### src/rtl/easyaxi_ar_arb_pkg.sv
// ---------------------------------------------------------------------------
// easyaxi_ar_arb_pkg
// Shared AXI sizing constants for the EasyAXI top level and the state
// encoding used by the AR-channel arbiter.
//   AXI_ID_WIDTH   : per-master ARID width
//   AXI_ADDR_WIDTH : ARADDR width
//   AXI_MST_NUM    : number of masters sharing the AR channel
// ---------------------------------------------------------------------------
package easyaxi_ar_arb_pkg;

   localparam int AXI_ID_WIDTH   = 4;
   localparam int AXI_ADDR_WIDTH = 32;
   localparam int AXI_MST_NUM    = 4;

   // IDLE: output register empty; BUSY: output register holds a request
   typedef enum logic {
      ST_IDLE = 1'b0,
      ST_BUSY = 1'b1
   } arb_state_t;

endpackage : easyaxi_ar_arb_pkg

### src/rtl/easyaxi_ar_arb_rr.sv
// ---------------------------------------------------------------------------
// easyaxi_rr_arb
// Combinational round-robin pick. Scans the request vector starting at
// i_ptr, wrapping past N-1 to 0, and reports the first requester.
// Shared between the AR and AW channel arbiters.
//   i_req   : request vector
//   i_ptr   : highest-priority index this cycle
//   o_grant : one-hot grant (zero when no request)
//   o_idx   : binary index of the winner (0 when no request)
//   o_any   : at least one request present
// ---------------------------------------------------------------------------
module easyaxi_rr_arb #(
   parameter int N  = 4,
   parameter int IW = $clog2(N)
) (
   input  logic [N-1:0]  i_req,
   input  logic [IW-1:0] i_ptr,
   output logic [N-1:0]  o_grant,
   output logic [IW-1:0] o_idx,
   output logic          o_any
);

   logic [IW-1:0] w_cand;

   // Walk offsets from farthest to nearest so the nearest requester to
   // i_ptr is the last assignment and therefore the winner.
   always_comb begin
      o_grant = '0;
      o_idx   = '0;
      o_any   = |i_req;
      w_cand  = '0;
      for (int k = N - 1; k >= 0; k--) begin
         w_cand = IW'((int'(i_ptr) + k) % N);
         if (i_req[w_cand]) begin
            o_grant         = '0;
            o_grant[w_cand] = 1'b1;
            o_idx           = w_cand;
         end
      end
   end

endmodule : easyaxi_rr_arb

### src/rtl/easyaxi_ar_arb.sv
// ---------------------------------------------------------------------------
// easyaxi_ar_arb
// Round-robin arbiter sharing one AXI read-address channel between MST_NUM
// masters and a single slave. Granted requests pass through one output
// register; the master index is prefixed onto ARID for R-channel routing.
//   clk, rst          : clock, asynchronous active-high reset
//   enable            : permits new grants
//   axi_mst_arvalid   : per-master request
//   axi_mst_arready   : per-master accept (one-hot or zero)
//   axi_mst_arid      : packed per-master ARIDs
//   axi_mst_araddr    : packed per-master ARADDRs
//   axi_slv_arvalid   : downstream valid (registered)
//   axi_slv_arready   : downstream ready
//   axi_slv_arid      : {master index, ARID} (registered)
//   axi_slv_araddr    : downstream address (registered)
// ---------------------------------------------------------------------------
module easyaxi_ar_arb
   import easyaxi_ar_arb_pkg::*;
#(
   parameter int MST_NUM    = AXI_MST_NUM,
   parameter int ID_WIDTH   = AXI_ID_WIDTH,
   parameter int ADDR_WIDTH = AXI_ADDR_WIDTH
) (
   input  logic                            clk,
   input  logic                            rst,
   input  logic                            enable,
   input  logic [MST_NUM-1:0]              axi_mst_arvalid,
   output logic [MST_NUM-1:0]              axi_mst_arready,
   input  logic [MST_NUM*ID_WIDTH-1:0]     axi_mst_arid,
   input  logic [MST_NUM*ADDR_WIDTH-1:0]   axi_mst_araddr,
   output logic                            axi_slv_arvalid,
   input  logic                            axi_slv_arready,
   output logic [$clog2(MST_NUM)+ID_WIDTH-1:0] axi_slv_arid,
   output logic [ADDR_WIDTH-1:0]           axi_slv_araddr
);

   localparam int IDX_WIDTH = $clog2(MST_NUM);

   arb_state_t             r_state;
   arb_state_t             w_state_next;
   logic [IDX_WIDTH-1:0]   r_rr_ptr;
   logic [IDX_WIDTH+ID_WIDTH-1:0] r_arid;
   logic [ADDR_WIDTH-1:0]  r_araddr;

   logic [MST_NUM-1:0]     w_grant;
   logic [IDX_WIDTH-1:0]   w_idx;
   logic                   w_any;
   logic                   w_take;

   logic [ID_WIDTH-1:0]    w_mst_id   [MST_NUM];
   logic [ADDR_WIDTH-1:0]  w_mst_addr [MST_NUM];

   // Unpack the flat master buses so the winner can be picked by index
   generate
      for (genvar gi = 0; gi < MST_NUM; gi++) begin : g_unpack
         assign w_mst_id[gi]   = axi_mst_arid[gi*ID_WIDTH +: ID_WIDTH];
         assign w_mst_addr[gi] = axi_mst_araddr[gi*ADDR_WIDTH +: ADDR_WIDTH];
      end
   endgenerate

   easyaxi_rr_arb #(
      .N  (MST_NUM),
      .IW (IDX_WIDTH)
   ) u_rr_arb (
      .i_req   (axi_mst_arvalid),
      .i_ptr   (r_rr_ptr),
      .o_grant (w_grant),
      .o_idx   (w_idx),
      .o_any   (w_any)
   );

   // A new request is accepted when the output register is empty or is
   // being emptied this cycle; rst gates it so no master sees ready while
   // the arbiter is held in reset.
   assign w_take = ~rst & enable & w_any &
                   ((r_state == ST_IDLE) | axi_slv_arready);

   assign axi_mst_arready = w_take ? w_grant : '0;

   always_comb begin
      w_state_next = r_state;
      case (r_state)
         ST_IDLE: if (w_take) w_state_next = ST_BUSY;
         ST_BUSY: begin
            if (w_take)               w_state_next = ST_BUSY;
            else if (axi_slv_arready) w_state_next = ST_IDLE;
         end
         default: w_state_next = ST_IDLE;
      endcase
   end

   always_ff @(posedge clk or posedge rst) begin
      if (rst) begin
         r_state  <= ST_IDLE;
         r_rr_ptr <= '0;
         r_arid   <= '0;
         r_araddr <= '0;
      end else begin
         r_state <= w_state_next;
         if (w_take) begin
            r_arid   <= {w_idx, w_mst_id[w_idx]};
            r_araddr <= w_mst_addr[w_idx];
            // Winner drops to lowest priority for the next pick
            if (w_idx == IDX_WIDTH'(MST_NUM - 1))
               r_rr_ptr <= '0;
            else
               r_rr_ptr <= w_idx + 1'b1;
         end
      end
   end

   assign axi_slv_arvalid = (r_state == ST_BUSY);
   assign axi_slv_arid    = r_arid;
   assign axi_slv_araddr  = r_araddr;

endmodule : easyaxi_ar_arb

### config.mk
export PLATFORM = sky130hd
export DESIGN_NAME = easyaxi_ar_arb
export DESIGN_NICKNAME = d
export VERILOG_FILES = /design/src/rtl/easyaxi_ar_arb_pkg.sv /design/src/rtl/easyaxi_ar_arb_rr.sv /design/src/rtl/easyaxi_ar_arb.sv
export SDC_FILE = /design/constraint.sdc
export NUM_CORES = 1
export LEC_CHECK = 0
export CORE_MARGIN = 2
export CORE_UTILIZATION = 40
export CTS_BUF_LIST = sky130_fd_sc_hd__clkbuf_2 sky130_fd_sc_hd__clkbuf_4 sky130_fd_sc_hd__clkbuf_8
export CTS_CLUSTER_DIAMETER = 30
export CTS_CLUSTER_SIZE = 28
export DETAILED_ROUTE_END_ITERATION = 16
export PLACE_DENSITY = 0.95
export SETUP_SLACK_MARGIN = 0.2
export SLEW_MARGIN = 20
export SYNTH_ARGS = -nofsm -noshare
export SYNTH_HDL_FRONTEND = slang
export SYNTH_HIERARCHICAL = 1
export SYNTH_SLANG_ARGS = --single-unit
### constraint.sdc
create_clock -name clk -period 9.67 [get_ports clk]
set_clock_uncertainty 0.15 [all_clocks]
set_input_delay 1.934 -clock clk [delete_from_list [all_inputs] [get_ports clk]]
set_output_delay 1.934 -clock clk [all_outputs]
set_load 0.005 [all_outputs]
==> run_results.csv <==
group,metric,value,unit
clock_network,cts_hold_buf,0,
placed_design,gp_congestion,0.8956,
yosys,synth_area_leaders,"dfrtp_1 (35%), mux4_2 (28%), mux2_2 (15%)",
setup_path,r2r-end,"axi_slv_arid[2]",
setup_path,worstSetupStartpoint,"axi_mst_arvalid[3]",
global_routing,grtUsageMet1,0.2469,
timing,tightest_slew,0.8414,ns
final_layout,mostFrequentLayoutCells,"clkdlybuf4s50_1 (194), dfrtp_1 (41), mux2_2 (39), mux4_2 (37), ha_1 (9)",
yosys,synth_area,2964,µm²
global_routing,antenna_found_initial,0,
timing,grt_setup_unrepaired,"no",
yosys,postSynthAreaPerCell,14.60,µm²
clock_network,htreeDepth,2,
floorplanning,die_y,90.08,µm
hold_path,min_to,"axi_slv_arid[4]",
hold_path,hp-start,"axi_slv_arid[4]",
floorplanning,die_w,90.08,µm
clock_network,insertion_delay,0.29,ns
clock_network,clock_sinks,41,
clock_network,cts-buffers-inserted,5,
detailed_routing,wl_per_cell,18.74,µm
timing,setup_viol,0,
clock_network,postCtsSetupBuffers,0,
pwr,leakage,0.001946,µW
yosys,synth_edf_count,0,
setup_path,crit_required,7.59,ns
pwr,power_density,271.4,nW/µm²
final_layout,synthToLayoutAreaGrowth,71.72,%
setup_path,cp-start-kind,"input pin",
pwr,power,1381,µW
clock_network,cts_tree,"yes",
placed_design,portBuffers,194,
timing,finalCritPeriodShare,0.6895,
status,status,"finished clean",
placed_design,place_area,5004,µm²
detailed_routing,drt-vias-per-instance,5.471,
yosys,syn_inst,203,
placed_design,dp.final_hpwl,7550,µm
global_routing,grt_pass1_vias,2928,
global_routing,grtUsageTotal,0.2330,
hold_path,min_path_cells,1,
final_layout,regArea,1026,µm²
timing,fmax,0.1500,GHz
pwr,peakVddDrop,0.1546,mV
final_layout,post-route-cell-area,5090,µm²
clock_network,cts_resized,0,
yosys,async_flop_share,1.000,
detailed_routing,initialDrtViolationCount,137,
setup_path,path_class,"input pin to primary output",
yosys,synth-seq-cells,41,
yosys,netlist.area_leader.share,0.3461,
setup_path,ff2ff_path_depth,8,
global_routing,met3_usage,0.07963,
timing,tns,0,ns
yosys,ys_types,41,
timing,finalHoldViolCount,0,
floorplanning,start_util,0.4109,
flow_run,maxCapViolCount,0,
floorplanning,die_area,8114,µm²
detailed_routing,drc_errors,0,
final_layout,nFillCells,500,
yosys,syn_nets,364,
final_layout,antenna_cells,0,
floorplanning,ios,195,
clock_network,root_buffer,"clkbuf_8",
detailed_routing,firstDrtPassIters,4,
yosys,yosysTopAreaCell,"dfrtp_1",
final_layout,drive_gt1_frac,0.2513,
global_routing,grt_max_degree,42,
clock_network,clock_path_buffers,2,
final_layout,final_core_utilization,0.7055,
yosys,ys_warn_count,6,
setup_path,reg2reg_slack,5.64,ns
global_routing,grt_use_met2,0.4261,
setup_path,end_kind,"primary output",
final_layout,final_common_cell,"clkdlybuf4s50_1",
floorplanning,fp.coreArea,7214,µm²
timing,slew_viol_final,0,
global_routing,top_usage_layer,"met2",
hold_path,min_path_type,"register to register",
timing,period_minus_slack,6.668,ns
setup_path,worstPathArrival,4.58,ns
detailed_routing,final_antenna_net_count,0,
final_layout,fin_nets,554,
timing,hold_ws,0.3570,ns
setup_path,crit_fanout,9,
floorplanning,row_count,31,
detailed_routing,drt-total-wl,9240,µm
global_routing,grt_first_pass_wirelength,14810,µm
setup_path,r2r_start,"r_rr_ptr[0]",
yosys,synth_ff_type,"dfrtp_1",
clock_network,clk_pin_slew,0.07,ns
detailed_routing,vias,2697,
yosys,synth-seq-area-share,0.3461,
global_routing,gr-total-overflow,0,
timing,slew_headroom,0.4382,
final_layout,multiInputGateArea,1847,µm²
==> synth_stat cells, drive strengths merged (2+ instances only) <==
master  instances
a22oi           3
nand3           2
nand2           2
nor2            6
inv             6
o21ai           3
buf            12
a31oi           3
mux2i           3
mux2           43
and2            4
a21oi           4
nand3b          2
mux4           38
a21o            2
clkbuf          2
nand4           5
ha              9
dfrtp          41
==> per-stage QoR <==
stage / setup slack [ns] / std cells
floorplan: 4.261 / 203
finish: 3.002 / 493
CTS: 3.053 / 493
global route: 2.976 / 493
global placement: 3.189 / 484
detailed placement: 3.051 / 485
==> sequential cells by signal, summed over array words and instances, names as in the netlist <==
register / flops
axi_slv_arid: 6
r_rr_ptr: 2
axi_slv_araddr: 32
axi_slv_arvalid: 1
==> cell families (layout without fill, tap and decap cells) <==
family                   Yosys count  in the layout  share of synthesized area
multiplexers                      84             84                     0.4686
flip-flops                        41             41                     0.3461
AND/OR/NAND/NOR                   28             28                    0.05530
AO/OA/AOI/OAI                     21             21                    0.04854
buffers and inverters             20            211                    0.04347
adder cells (fa/ha/maj)            9              9                    0.03799
==> power breakdown <==
group	total, µW	internal [µW]	switching (µW)
Clock	111	52.9	57.9
Combinational	951	583	368
Sequential	319	258	61.1
==> layout make-up <==
cell class	instances	area share
Sequential cell	41	0.2016
Inverter	6	0.004425
Multi-Input combinational cell	142	0.3628
Timing Repair Buffer	197	0.3899
Tap cell	99	0.02434
Clock buffer	6	0.01500
Clock inverter	2	0.001967
==> critical path: stages <==
cell             delay (ns)
clkdlybuf4s50_1        0.55
mux4_2                 0.61
or4_1                  0.56
a21o_1                 0.19
o211ai_1               0.09
and2_1                 0.15
clkdlybuf4s50_1        0.49
==> worst max-delay path by stage <==
| stage | endpoint | slack (ns) | cells past startpoint |
|---|---|---|---|
| after floorplan | axi_mst_arready[1] | 4.26 | 5 |
| after global placement | axi_mst_arready[1] | 3.19 | 7 |
| after detailed placement | axi_mst_arready[1] | 3.05 | 7 |
| after CTS | axi_mst_arready[1] | 3.05 | 7 |
| after global routing | axi_mst_arready[1] | 2.98 | 7 |
| final | axi_mst_arready[1] | 3.00 | 7 |
==> layer usage <==
layer  vias to the layer above  routed length (µm)
met5                         -                   0
met4                         0                 275
met3                        26                 833
met2                       163                5004
met1                      1311                3127
li1                       1197                   -
No activity file was read; power rests on OpenSTA's default activity.
